[src/rtl/mem_access_pkg.sv]
// Shared definitions for the MEM stage: ALU op codes for memory accesses and
// small op-class helpers used by the stage and its alignment logic.
package mem_access_pkg;

  localparam logic [31:0] ZERO_WORD = '0;

  localparam logic [7:0] EXE_NOP_OP = 8'b0000_0000;
  localparam logic [7:0] EXE_LB_OP  = 8'b1110_0000;
  localparam logic [7:0] EXE_LBU_OP = 8'b1110_0100;
  localparam logic [7:0] EXE_LH_OP  = 8'b1110_0001;
  localparam logic [7:0] EXE_LHU_OP = 8'b1110_0101;
  localparam logic [7:0] EXE_LW_OP  = 8'b1110_0011;
  localparam logic [7:0] EXE_SB_OP  = 8'b1110_1000;
  localparam logic [7:0] EXE_SH_OP  = 8'b1110_1001;
  localparam logic [7:0] EXE_SW_OP  = 8'b1110_1011;

  function automatic logic is_load(input logic [7:0] op);
    return op inside {EXE_LB_OP, EXE_LBU_OP, EXE_LH_OP, EXE_LHU_OP, EXE_LW_OP};
  endfunction

  function automatic logic is_store(input logic [7:0] op);
    return op inside {EXE_SB_OP, EXE_SH_OP, EXE_SW_OP};
  endfunction

  function automatic logic is_mem(input logic [7:0] op);
    return is_load(op) || is_store(op);
  endfunction

endpackage

[src/rtl/mem_access_if.sv]
// Data-bus request/acknowledge interface between the MEM stage and memory.
interface mem_access_if;
  logic        req;
  logic        we;
  logic [31:0] addr;
  logic [3:0]  sel;
  logic [31:0] wdata;
  logic        ack;
  logic [31:0] rdata;

  modport master (output req, we, addr, sel, wdata, input ack, rdata);
  modport slave  (input req, we, addr, sel, wdata, output ack, rdata);
endinterface

[src/rtl/mem_access_align.sv]
// Combinational byte-lane helpers for the MEM stage: store/lane alignment and
// load extraction with sign/zero extension (big-endian lanes, sel[3] = byte 0).
module store_align
  import mem_access_pkg::*;
(
  input  logic [7:0]  aluop,
  input  logic [1:0]  addr_lo,
  input  logic [31:0] rt,
  output logic [3:0]  sel,
  output logic [31:0] wdata,
  output logic        misalign
);
  always_comb begin
    sel      = '0;
    wdata    = '0;
    misalign = 1'b0;
    case (aluop)
      EXE_LB_OP, EXE_LBU_OP, EXE_SB_OP: begin
        sel   = 4'b1000 >> addr_lo;
        wdata = {4{rt[7:0]}};
      end
      EXE_LH_OP, EXE_LHU_OP, EXE_SH_OP: begin
        sel      = addr_lo[1] ? 4'b0011 : 4'b1100;
        wdata    = {2{rt[15:0]}};
        misalign = addr_lo[0];
      end
      EXE_LW_OP, EXE_SW_OP: begin
        sel      = 4'b1111;
        wdata    = rt;
        misalign = |addr_lo;
      end
      default: ;
    endcase
  end
endmodule

module load_align
  import mem_access_pkg::*;
(
  input  logic [7:0]  aluop,
  input  logic [1:0]  addr_lo,
  input  logic [31:0] rdata,
  output logic [31:0] data
);
  logic [7:0]  b;
  logic [15:0] h;

  always_comb begin
    case (addr_lo)
      2'b00:   b = rdata[31:24];
      2'b01:   b = rdata[23:16];
      2'b10:   b = rdata[15:8];
      default: b = rdata[7:0];
    endcase
    h = addr_lo[1] ? rdata[15:0] : rdata[31:16];
    case (aluop)
      EXE_LB_OP:  data = {{24{b[7]}}, b};
      EXE_LBU_OP: data = {24'd0, b};
      EXE_LH_OP:  data = {{16{h[15]}}, h};
      EXE_LHU_OP: data = {16'd0, h};
      default:    data = rdata;
    endcase
  end
endmodule

[src/rtl/mem_access.sv]
// OpenMips MEM stage: EX/MEM latch, req/ack data-bus access FSM with timeout,
// and the registered MEM/WB result.
module mem_access
  import mem_access_pkg::*;
#(
  parameter int unsigned TIMEOUT = 16
) (
  input  logic         clk,
  input  logic         rst,
  input  logic [4:0]   ex_wd_i,
  input  logic         ex_wreg_i,
  input  logic [31:0]  ex_wdata_i,
  input  logic [7:0]   ex_aluop_i,
  input  logic [31:0]  ex_mem_addr_i,
  input  logic [31:0]  ex_store_i,
  input  logic         stall_i,
  input  logic         flush_i,
  mem_access_if.master dbus,
  output logic         stallreq_o,
  output logic [4:0]   wb_wd_o,
  output logic         wb_wreg_o,
  output logic [31:0]  wb_wdata_o,
  output logic         addr_err_o,
  output logic         bus_err_o
);
  typedef enum logic {IDLE, ACCESS} state_t;
  localparam int unsigned CW = $clog2(TIMEOUT);

  state_t        state;
  logic [CW-1:0] cnt;
  logic          flushed;
  logic          m_live, m_wreg, m_mis;
  logic [4:0]    m_wd;
  logic [31:0]   m_wdata;
  logic [7:0]    m_aluop;
  logic [1:0]    m_lo;
  logic          req_q, we_q;
  logic [31:0]   addr_q, wdata_q;
  logic [3:0]    sel_q;
  logic [3:0]    ex_sel;
  logic [31:0]   ex_bus_wdata, ld_data;
  logic          ex_mis, done, take, start;

  store_align u_store (
    .aluop(ex_aluop_i), .addr_lo(ex_mem_addr_i[1:0]), .rt(ex_store_i),
    .sel(ex_sel), .wdata(ex_bus_wdata), .misalign(ex_mis)
  );

  load_align u_load (
    .aluop(m_aluop), .addr_lo(m_lo), .rdata(dbus.rdata), .data(ld_data)
  );

  // The latch also reloads on the edge that completes an access, so a
  // back-to-back memory op can start straight from ACCESS.
  always_comb begin
    done  = (state == ACCESS) && (dbus.ack || cnt == CW'(TIMEOUT - 1));
    take  = !stall_i && (state == IDLE || done);
    start = take && !flush_i && is_mem(ex_aluop_i) && !ex_mis;
  end

  assign stallreq_o = (state == ACCESS) && !dbus.ack;
  assign dbus.req   = req_q;
  assign dbus.we    = we_q;
  assign dbus.addr  = addr_q;
  assign dbus.sel   = sel_q;
  assign dbus.wdata = wdata_q;

  always_ff @(posedge clk) begin
    if (rst) begin
      state      <= IDLE;
      cnt        <= '0;
      flushed    <= 1'b0;
      m_live     <= 1'b0;
      m_wd       <= '0;
      m_wreg     <= 1'b0;
      m_wdata    <= ZERO_WORD;
      m_aluop    <= EXE_NOP_OP;
      m_lo       <= '0;
      m_mis      <= 1'b0;
      req_q      <= 1'b0;
      we_q       <= 1'b0;
      addr_q     <= ZERO_WORD;
      sel_q      <= '0;
      wdata_q    <= ZERO_WORD;
      wb_wd_o    <= '0;
      wb_wreg_o  <= 1'b0;
      wb_wdata_o <= ZERO_WORD;
      addr_err_o <= 1'b0;
      bus_err_o  <= 1'b0;
    end else begin
      // A held latch retires its instruction once, then stays dead until reloaded
      if (take) begin
        if (flush_i) begin
          m_live  <= 1'b0;
          m_wd    <= '0;
          m_wreg  <= 1'b0;
          m_wdata <= ZERO_WORD;
          m_aluop <= EXE_NOP_OP;
          m_lo    <= '0;
          m_mis   <= 1'b0;
        end else begin
          m_live  <= 1'b1;
          m_wd    <= ex_wd_i;
          m_wreg  <= ex_wreg_i;
          m_wdata <= ex_wdata_i;
          m_aluop <= ex_aluop_i;
          m_lo    <= ex_mem_addr_i[1:0];
          m_mis   <= ex_mis;
        end
      end else if (state == IDLE || done) begin
        m_live <= 1'b0;
      end

      wb_wd_o    <= '0;
      wb_wreg_o  <= 1'b0;
      wb_wdata_o <= ZERO_WORD;
      addr_err_o <= 1'b0;
      bus_err_o  <= 1'b0;
      if (done) begin
        bus_err_o <= !dbus.ack;
        if (dbus.ack && is_load(m_aluop) && m_wreg && !(flushed || flush_i)) begin
          wb_wd_o    <= m_wd;
          wb_wreg_o  <= 1'b1;
          wb_wdata_o <= ld_data;
        end
      end else if (state == IDLE && m_live) begin
        if (m_mis) begin
          addr_err_o <= 1'b1;
        end else begin
          wb_wd_o    <= m_wd;
          wb_wreg_o  <= m_wreg;
          wb_wdata_o <= m_wdata;
        end
      end

      if (start) begin
        state   <= ACCESS;
        cnt     <= '0;
        flushed <= 1'b0;
        req_q   <= 1'b1;
        we_q    <= is_store(ex_aluop_i);
        addr_q  <= {ex_mem_addr_i[31:2], 2'b00};
        sel_q   <= ex_sel;
        wdata_q <= is_store(ex_aluop_i) ? ex_bus_wdata : ZERO_WORD;
      end else if (done) begin
        state   <= IDLE;
        cnt     <= '0;
        flushed <= 1'b0;
        req_q   <= 1'b0;
        we_q    <= 1'b0;
        addr_q  <= ZERO_WORD;
        sel_q   <= '0;
        wdata_q <= ZERO_WORD;
      end else if (state == ACCESS) begin
        cnt <= cnt + 1'b1;
        if (flush_i) flushed <= 1'b1;
      end
    end
  end
endmodule

[src/flat_wrapper.sv]
// flat-port wrapper written by rule: the top's interface ports become plain ports
module mem_access_flat import mem_access_pkg::*;
#(
  parameter int unsigned TIMEOUT = 16
)
  (clk, rst, ex_wd_i, ex_wreg_i, ex_wdata_i, ex_aluop_i, ex_mem_addr_i, ex_store_i, stall_i, flush_i, stallreq_o, wb_wd_o, wb_wreg_o, wb_wdata_o, addr_err_o, bus_err_o, dbus_req, dbus_we, dbus_addr, dbus_sel, dbus_wdata, dbus_ack, dbus_rdata);
  mem_access_if dbus_i ();
  input  logic clk;
  input  logic rst;
  input  logic [4:0] ex_wd_i;
  input  logic ex_wreg_i;
  input  logic [31:0] ex_wdata_i;
  input  logic [7:0] ex_aluop_i;
  input  logic [31:0] ex_mem_addr_i;
  input  logic [31:0] ex_store_i;
  input  logic stall_i;
  input  logic flush_i;
  output logic stallreq_o;
  output logic [4:0] wb_wd_o;
  output logic wb_wreg_o;
  output logic [31:0] wb_wdata_o;
  output logic addr_err_o;
  output logic bus_err_o;
  output wire logic [$bits(dbus_i.req)-1:0] dbus_req;
  output wire logic [$bits(dbus_i.we)-1:0] dbus_we;
  output wire logic [$bits(dbus_i.addr)-1:0] dbus_addr;
  output wire logic [$bits(dbus_i.sel)-1:0] dbus_sel;
  output wire logic [$bits(dbus_i.wdata)-1:0] dbus_wdata;
  input wire logic [$bits(dbus_i.ack)-1:0] dbus_ack;
  input wire logic [$bits(dbus_i.rdata)-1:0] dbus_rdata;
  assign dbus_req = dbus_i.req;
  assign dbus_we = dbus_i.we;
  assign dbus_addr = dbus_i.addr;
  assign dbus_sel = dbus_i.sel;
  assign dbus_wdata = dbus_i.wdata;
  assign dbus_i.ack = dbus_ack;
  assign dbus_i.rdata = dbus_rdata;
  mem_access #(.TIMEOUT(TIMEOUT)) u_core (.clk(clk), .rst(rst), .ex_wd_i(ex_wd_i), .ex_wreg_i(ex_wreg_i), .ex_wdata_i(ex_wdata_i), .ex_aluop_i(ex_aluop_i), .ex_mem_addr_i(ex_mem_addr_i), .ex_store_i(ex_store_i), .stall_i(stall_i), .flush_i(flush_i), .dbus(dbus_i), .stallreq_o(stallreq_o), .wb_wd_o(wb_wd_o), .wb_wreg_o(wb_wreg_o), .wb_wdata_o(wb_wdata_o), .addr_err_o(addr_err_o), .bus_err_o(bus_err_o));
endmodule
[config.mk]
export PLATFORM = sky130hd
export DESIGN_NAME = mem_access_flat
export DESIGN_NICKNAME = d
export VERILOG_FILES = /design/src/rtl/mem_access_pkg.sv /design/src/rtl/mem_access_if.sv /design/src/rtl/mem_access_align.sv /design/src/rtl/mem_access.sv /design/src/flat_wrapper.sv
export SDC_FILE = /design/constraint.sdc
export NUM_CORES = 1
export LEC_CHECK = 0
export ABC_AREA = 1
export BUFFER_PORTS_ARGS = -buffer_cell sky130_fd_sc_hd__buf_2
export CORE_UTILIZATION = 57
export CTS_BUF_LIST = sky130_fd_sc_hd__clkbuf_2
export DETAILED_ROUTE_END_ITERATION = 16
export GPL_TIMING_DRIVEN = 1
export PLACE_DENSITY = 0.95
export SYNTH_ARGS = -nofsm -noshare
export SYNTH_HDL_FRONTEND = slang
export SYNTH_HIERARCHICAL = 1
export SYNTH_SLANG_ARGS = --single-unit
[constraint.sdc]
create_clock -name clk -period 3.8 [get_ports clk]
set_input_delay 0.19 -clock clk [delete_from_list [all_inputs] [get_ports clk]]
set_output_delay 0.19 -clock clk [all_outputs]
set_load 0.005 [all_outputs]
After elaboration in Yosys (flattened, before gate mapping)
Cells that the tools add are included. Widths: inputs -> output; s select.

Register bits: 163. Bits of input ports: 147. Output and inout port bits: 111. Word-level logic and storage cells: 112.

$add $sub $neg: 1. Eq/ne operators: 16. Shift operators: 1. Multiplexer cells: 39. Bitwise logic cells: 3. Reductions and logical operators: 33.

Operator list (number): $mux 32 (10); $pmux 32 s4 (1); $eq 8x8->1 const B (13); $pmux 32 s3 (1); $mux 5 (5); $pmux 8 s3 (1); $mux 16 (1); $mux 1 (13); $mux 4 (3); $pmux 4 s3 (1); $reduce_or 3->1 (4); $logic_and 1x1->1 (10); $reduce_bool 5->1 (2); $mux 8 (1); $reduce_or 2->1 (3); $logic_not 1->1 (5); $add 4x1->4 const B (1); $eq 4x4->1 const B (1); $logic_or 1x1->1 (4); $reduce_bool 2->1 (2); $shr 4x2->4 const A (1); $not 1->1 (3); $reduce_bool 3->1 (1); $eq 2x1->1 const B (1); 5 further kinds (5).

Longest topological paths before layout
Depth after elaboration: 9. Depth in mapped cells: 14.

Modules after synthesis
Netlist, hierarchy kept.

Modules (own cells, without submodules): mem_access (instances 1, cells each 739, area an instance 6065.8 um^2, seq. area each 3263.1 um^2); load_align (instances 1, cells each 206, area an instance 1019.7 um^2, seq. area each 0.0 um^2); store_align (instances 1, cells each 133, area an instance 721.9 um^2, seq. area each 0.0 um^2).

Worst setup path after synthesis
Ideal clock, no wire load.

Path kind: input to register. From: in ex_aluop_i[4]. To: reg u_core.addr_q[21], in the netlist u_core/dbus.addr[21]. Setup time: 0.113 ns. Arrival time: 1.514 ns. Data required time: 3.687 ns. Slack: 2.173 ns. Stages on the path: 14. Path buffers: 3. Path through: inv_1 -> nand2_2 -> nor2_8 -> buf_2 -> nand3_1 -> o21ai_0 -> a21oi_1 -> nand2_1 -> nor2_1 -> nand2_4 -> buf_6 -> buf_12 -> nand3_1 -> nand2_1.

Longest elaborated chain between the ends: 6. Elaborated cells between the ends (all ways): 19. Those cells by class: eq/ne (8); mux (2); reduce/logical (9).

RTL lines: start, declared (line flat_wrapper.sv:13) `input logic [7:0] ex_aluop_i;`; $eq 8x8->1 (line mem_access_align.sv:17) `case (aluop)`; $reduce_or 3->1 or $reduce_or 2->1 (tied branches) (line mem_access_align.sv:17); $pmux 1 s2 (*) (line mem_access_align.sv:17); named net u_core.ex_mis (line mem_access.sv:42) `logic ex_mis, done, take, start;`; $logic_not 1->1 (*) (line mem_access.sv:58) `start = take && !flush_i && is_mem(ex_aluop_i) && !ex_mis;`; $logic_and 1x1->1 (*) (line mem_access.sv:58); $mux 32 or $reduce_bool 2->1 (tied branches); end signal, assigned (line mem_access.sv:142) `addr_q <= {ex_mem_addr_i[31:2], 2'b00};`; end, declared (line mem_access.sv:38) `logic [31:0] addr_q, wdata_q;`.

Mark *: on every way through the listed nets, which the timed path passes. The rest lies on a longest branch. A chain may end at the register's enable or synchronous reset.

Worst setup path after layout
From: reg u_core.m_aluop[7]. To: reg u_core.wb_wdata_o[12].

Elaborated cells between the ends (all ways): 12. Those cells by class: eq/ne (5); mux (3); reduce/logical (4).

RTL lines: start, declared (line mem_access.sv:35) `logic [7:0] m_aluop;`; start signal, assigned (line mem_access.sv:106) `m_aluop <= ex_aluop_i;`; $eq 8x8->1 (line mem_access_align.sv:56) `case (aluop)`; $pmux 32 s4 (*) (line mem_access_align.sv:56); named net u_core.ld_data[12] (line mem_access.sv:41) `logic [31:0] ex_bus_wdata, ld_data;`; $mux 32 (*) (line mem_access.sv:121) `if (dbus.ack && is_load(m_aluop) && m_wreg && !(flushed || flush_i)) begin`; $mux 32 (*) (line mem_access.sv:119) `if (done) begin`; end signal, assigned (line mem_access.sv:124) `wb_wdata_o <= ld_data;`; end signal, assigned (line mem_access.sv:132) `wb_wdata_o <= m_wdata;`; end, declared (line mem_access.sv:22) `output logic [31:0] wb_wdata_o,`.

Marks and branches as above.

==> results.txt <==
HP Class: in2reg
Ratio of cells with drive above 1 in the final layout: 24.6%
Antenna violations before repair: 2
WS Path Type: reg2reg
Worst Path Arrival: 3.66 ns
Post-cts resize count: 0
Via count: 10.3k
Die W: 119 um
All-Layer GR Usage: 44.8%
Synth Area per Inst: 7.24 um2
Post-synth top area cell: dfxtp_1
Total CTS buffers: 17
Combinational Power Share: 14.2%
TritonCTS Sinks: 163
CTS H-tree lvls: 4
Clock Pin Slew Worst Setup and Hold Paths: 0.29 ns
Crit Reg-Reg Endpoint: u_core/wb_wdata_o[12]
Slew margin rel.: 29.2%
Vias in the first global route: 9816
Seq/Total Area, Yosys: 41.8%
Reg power frac: 53.1%
LEAKAGE: 5.14 nW
Yosys top cell area share: 41.8%
RR Startpoint: u_core/m_aluop[7]
Layout Nets: 1606
Area Overhead vs Synth: 40.5%
NetSw: 0.000960 W
Total gr overflow: 0
Top cells by area, synth: dfxtp_1 42%, nand3_1 17%, nand2_1 14%
Post-synth ARST share: 0%
ANT nets after route: 0
Tmin final: 3.05 ns
Tcrit/Tclk final: 80.1%
Clock share of power: 32.7%
Pwr dens: 302 mW/mm2
First-pass GRT wire length: 49700 um
Worst Path Required: 4.41 ns
DR pass1 iterations: 9
Slew at the pin with the worst max-slew slack: 1.06 ns
Die span in y: 119 um
Core Region: 0.0133 mm2
Setup TNS: 0 ns
Num ports: 258
R2r worst-path depth: 8
#FFs+latches synth: 163
Power Internal: 0.00235 W
Clock latency on the worst-skew pair: 0.76 ns
Drt wl/cell: 19.5 um
Mapped Cells: 1078
Hpwl dp: 15700 um
Worst IR Drop VDD: 321 uV
Post-synth EDFFs: 0
Post-synthesis cell area: 0.00781 mm2
Initial DRC count: 1920
Max-cap check violation count: 0
I/O Buffers: 255
Final setup vio count: 0
RSZ-0062 raised after global routing: false
Final worst setup slack: 0.755 ns
Fin. max-slew vios: 0
Worst-path maximum fanout: 32
Outcome: finished clean
DR DRC count: 0
Final wirelength: 32100 um
Worst Setup End Kind: flip-flop
Worst Skew: 0.0670 ns
Main synth FF type: dfxtp_1
R2r setup slk: 0.75 ns
Top-count cell post-synth: nand2_1
Root buf cell: clkbuf_2
Hold_sp: ex_mem_addr_i[28]
Avg Vias per Cell: 6.24
Starting Density: 58.7%
Fmax: 328 MHz
Post-layout util: 82.5%
Post-CTS Setup Bufs: 0
Sw frac: 29.0%
Clock Path Buffers: 2
Cell Rows: 42
YS warnings: 6
Pin count of the biggest net entering global routing: 81
Post-CTS Hold Fix Bufs: 177
WHS Endpoint: u_core/dbus.addr[28]
GPL Wtd Cong: 0.958
Post-synth top cells: 290 x nand2_1, 268 x nand3_1, 163 x dfxtp_1, 84 x a21oi_1, 41 x buf_2
Final Hold Vio Count: 0
Full die area: 0.0142 mm2
CP Launch Type: flip-flop
Yosys cell types: 35
Worst slack, placed: 1.43 ns
Hold depth: 4
CTS tree: yes
[final cells by class]
cell class	instances	area (um2)
repair buffers	443	3130
multi-input cells	802	3960
fillers	716	2330
well taps	176	220
clock inverters	14	188
flip-flops and latches	163	3260
clock buffers	17	85.1
diodes	2	5.00
inverters	31	116
[flip-flops by register name, indices dropped and copies added, names as in the netlist, 2 cells and up]
| signal | flops |
|---|---|
| u_core/m_wd | 5 |
| u_core/dbus.sel | 4 |
| u_core/wb_wdata_o | 32 |
| u_core/m_aluop | 8 |
| u_core/dbus.wdata | 32 |
| u_core/m_lo | 2 |
| u_core/m_wdata | 32 |
| u_core/dbus.addr | 30 |
| u_core/wb_wd_o | 5 |
| u_core/cnt | 4 |
[how the worst max path moves through the flow]
stage | startpoint | end | slack [ns] | cells past startpoint
after CTS | u_core/m_aluop[6] | u_core/wb_wdata_o[12] | 1.01 | 8
final | u_core/m_aluop[7] | u_core/wb_wdata_o[12] | 0.75 | 8
after floorplan | ex_aluop_i[4] | u_core/dbus.addr[21] | 2.17 | 14
after detailed placement | u_core/dbus.req | u_core/wb_wd_o[3] | 1.43 | 4
after global routing | u_core/m_aluop[7] | u_core/wb_wdata_o[12] | 0.61 | 8
after global placement | u_core/dbus.req | u_core/wb_wd_o[1] | 1.49 | 4
[kinds of logic after synthesis]
family,Yosys count,share of synthesized area (%)
AO/OA/AOI/OAI,132,8.51
XOR/XNOR,3,0.337
adder cells (fa/ha/maj),1,0.160
buffers and inverters,114,7.64
flip-flops,163,41.8
multiplexers,1,0.128
other,1,0.0480
AND/OR/NAND/NOR,663,41.4
[through the flow]
step,instance area [um2],total power (W),std cells,hold slack [ns]
finish,11000,0.00331,1648,0.169
global route,11000,0.00341,1648,0.0971
CTS,11000,0.00325,1646,0.117
detailed placement,8910,0.00209,1438,0.418
global placement,8910,0.00208,1438,0.412
floorplan,7810,0.00196,1079,0.269
[placed cells by master (no fill, tap or decap), types with 3 or more instances in the layout]
| cell | Yosys | layout |
|---|---|---|
| buf_4 | 8 | 11 |
| nand3_1 | 268 | 268 |
| a21oi_1 | 84 | 84 |
| dfxtp_1 | 163 | 163 |
| nand2_4 | 3 | 3 |
| buf_2 | 41 | 255 |
| nor2_2 | 3 | 3 |
| nand2_2 | 4 | 4 |
| nand3_2 | 38 | 38 |
| dlygate4sd3_1 | 0 | 177 |
| nand2_1 | 290 | 290 |
| o21ai_0 | 22 | 22 |
| inv_2 | 4 | 4 |
| nor2_4 | 4 | 5 |
| inv_6 | 0 | 8 |
| nand4_1 | 4 | 4 |
| nor2_1 | 36 | 35 |
| nor3_1 | 6 | 6 |
| o21ai_1 | 25 | 25 |
| clkbuf_2 | 0 | 17 |
| bufinv_16 | 0 | 3 |
| inv_1 | 27 | 27 |
[per-layer routing]
metal  GRT usage (%)  share of wire, %  up-vias  wire (um)
met5               0                 0        -          0
met4            28.9               7.8        0       2500
met3            12.2                13      313       4020
met2            73.5                46      989      14800
met1            51.1                34     4613      10800
li1                -                 -     4373          -
[power groups by stage]
stage	clock (W)	sequential, W	combinational, W
3_3_place_gp	0	0.00178	0.000301
4_1_cts	0.00106	0.00175	0.000435
5_1_grt	0.00116	0.00176	0.000495
3_5_place_dp	0	0.00179	0.000305
2_1_floorplan	0	0.00178	0.000179
6_report	0.00108	0.00176	0.000471
[critical path: stages (launching register included)]
cell,delay (ns)
dfxtp_1,0.43
nand2_1,0.12
nor2_4,0.40
nand2_1,0.75
nand2_1,0.26
nand3_1,0.13
dlygate4sd3_1,0.61
nand3_1,0.12
a21oi_1,0.08
No activity file was read; power rests on OpenSTA's default activity.
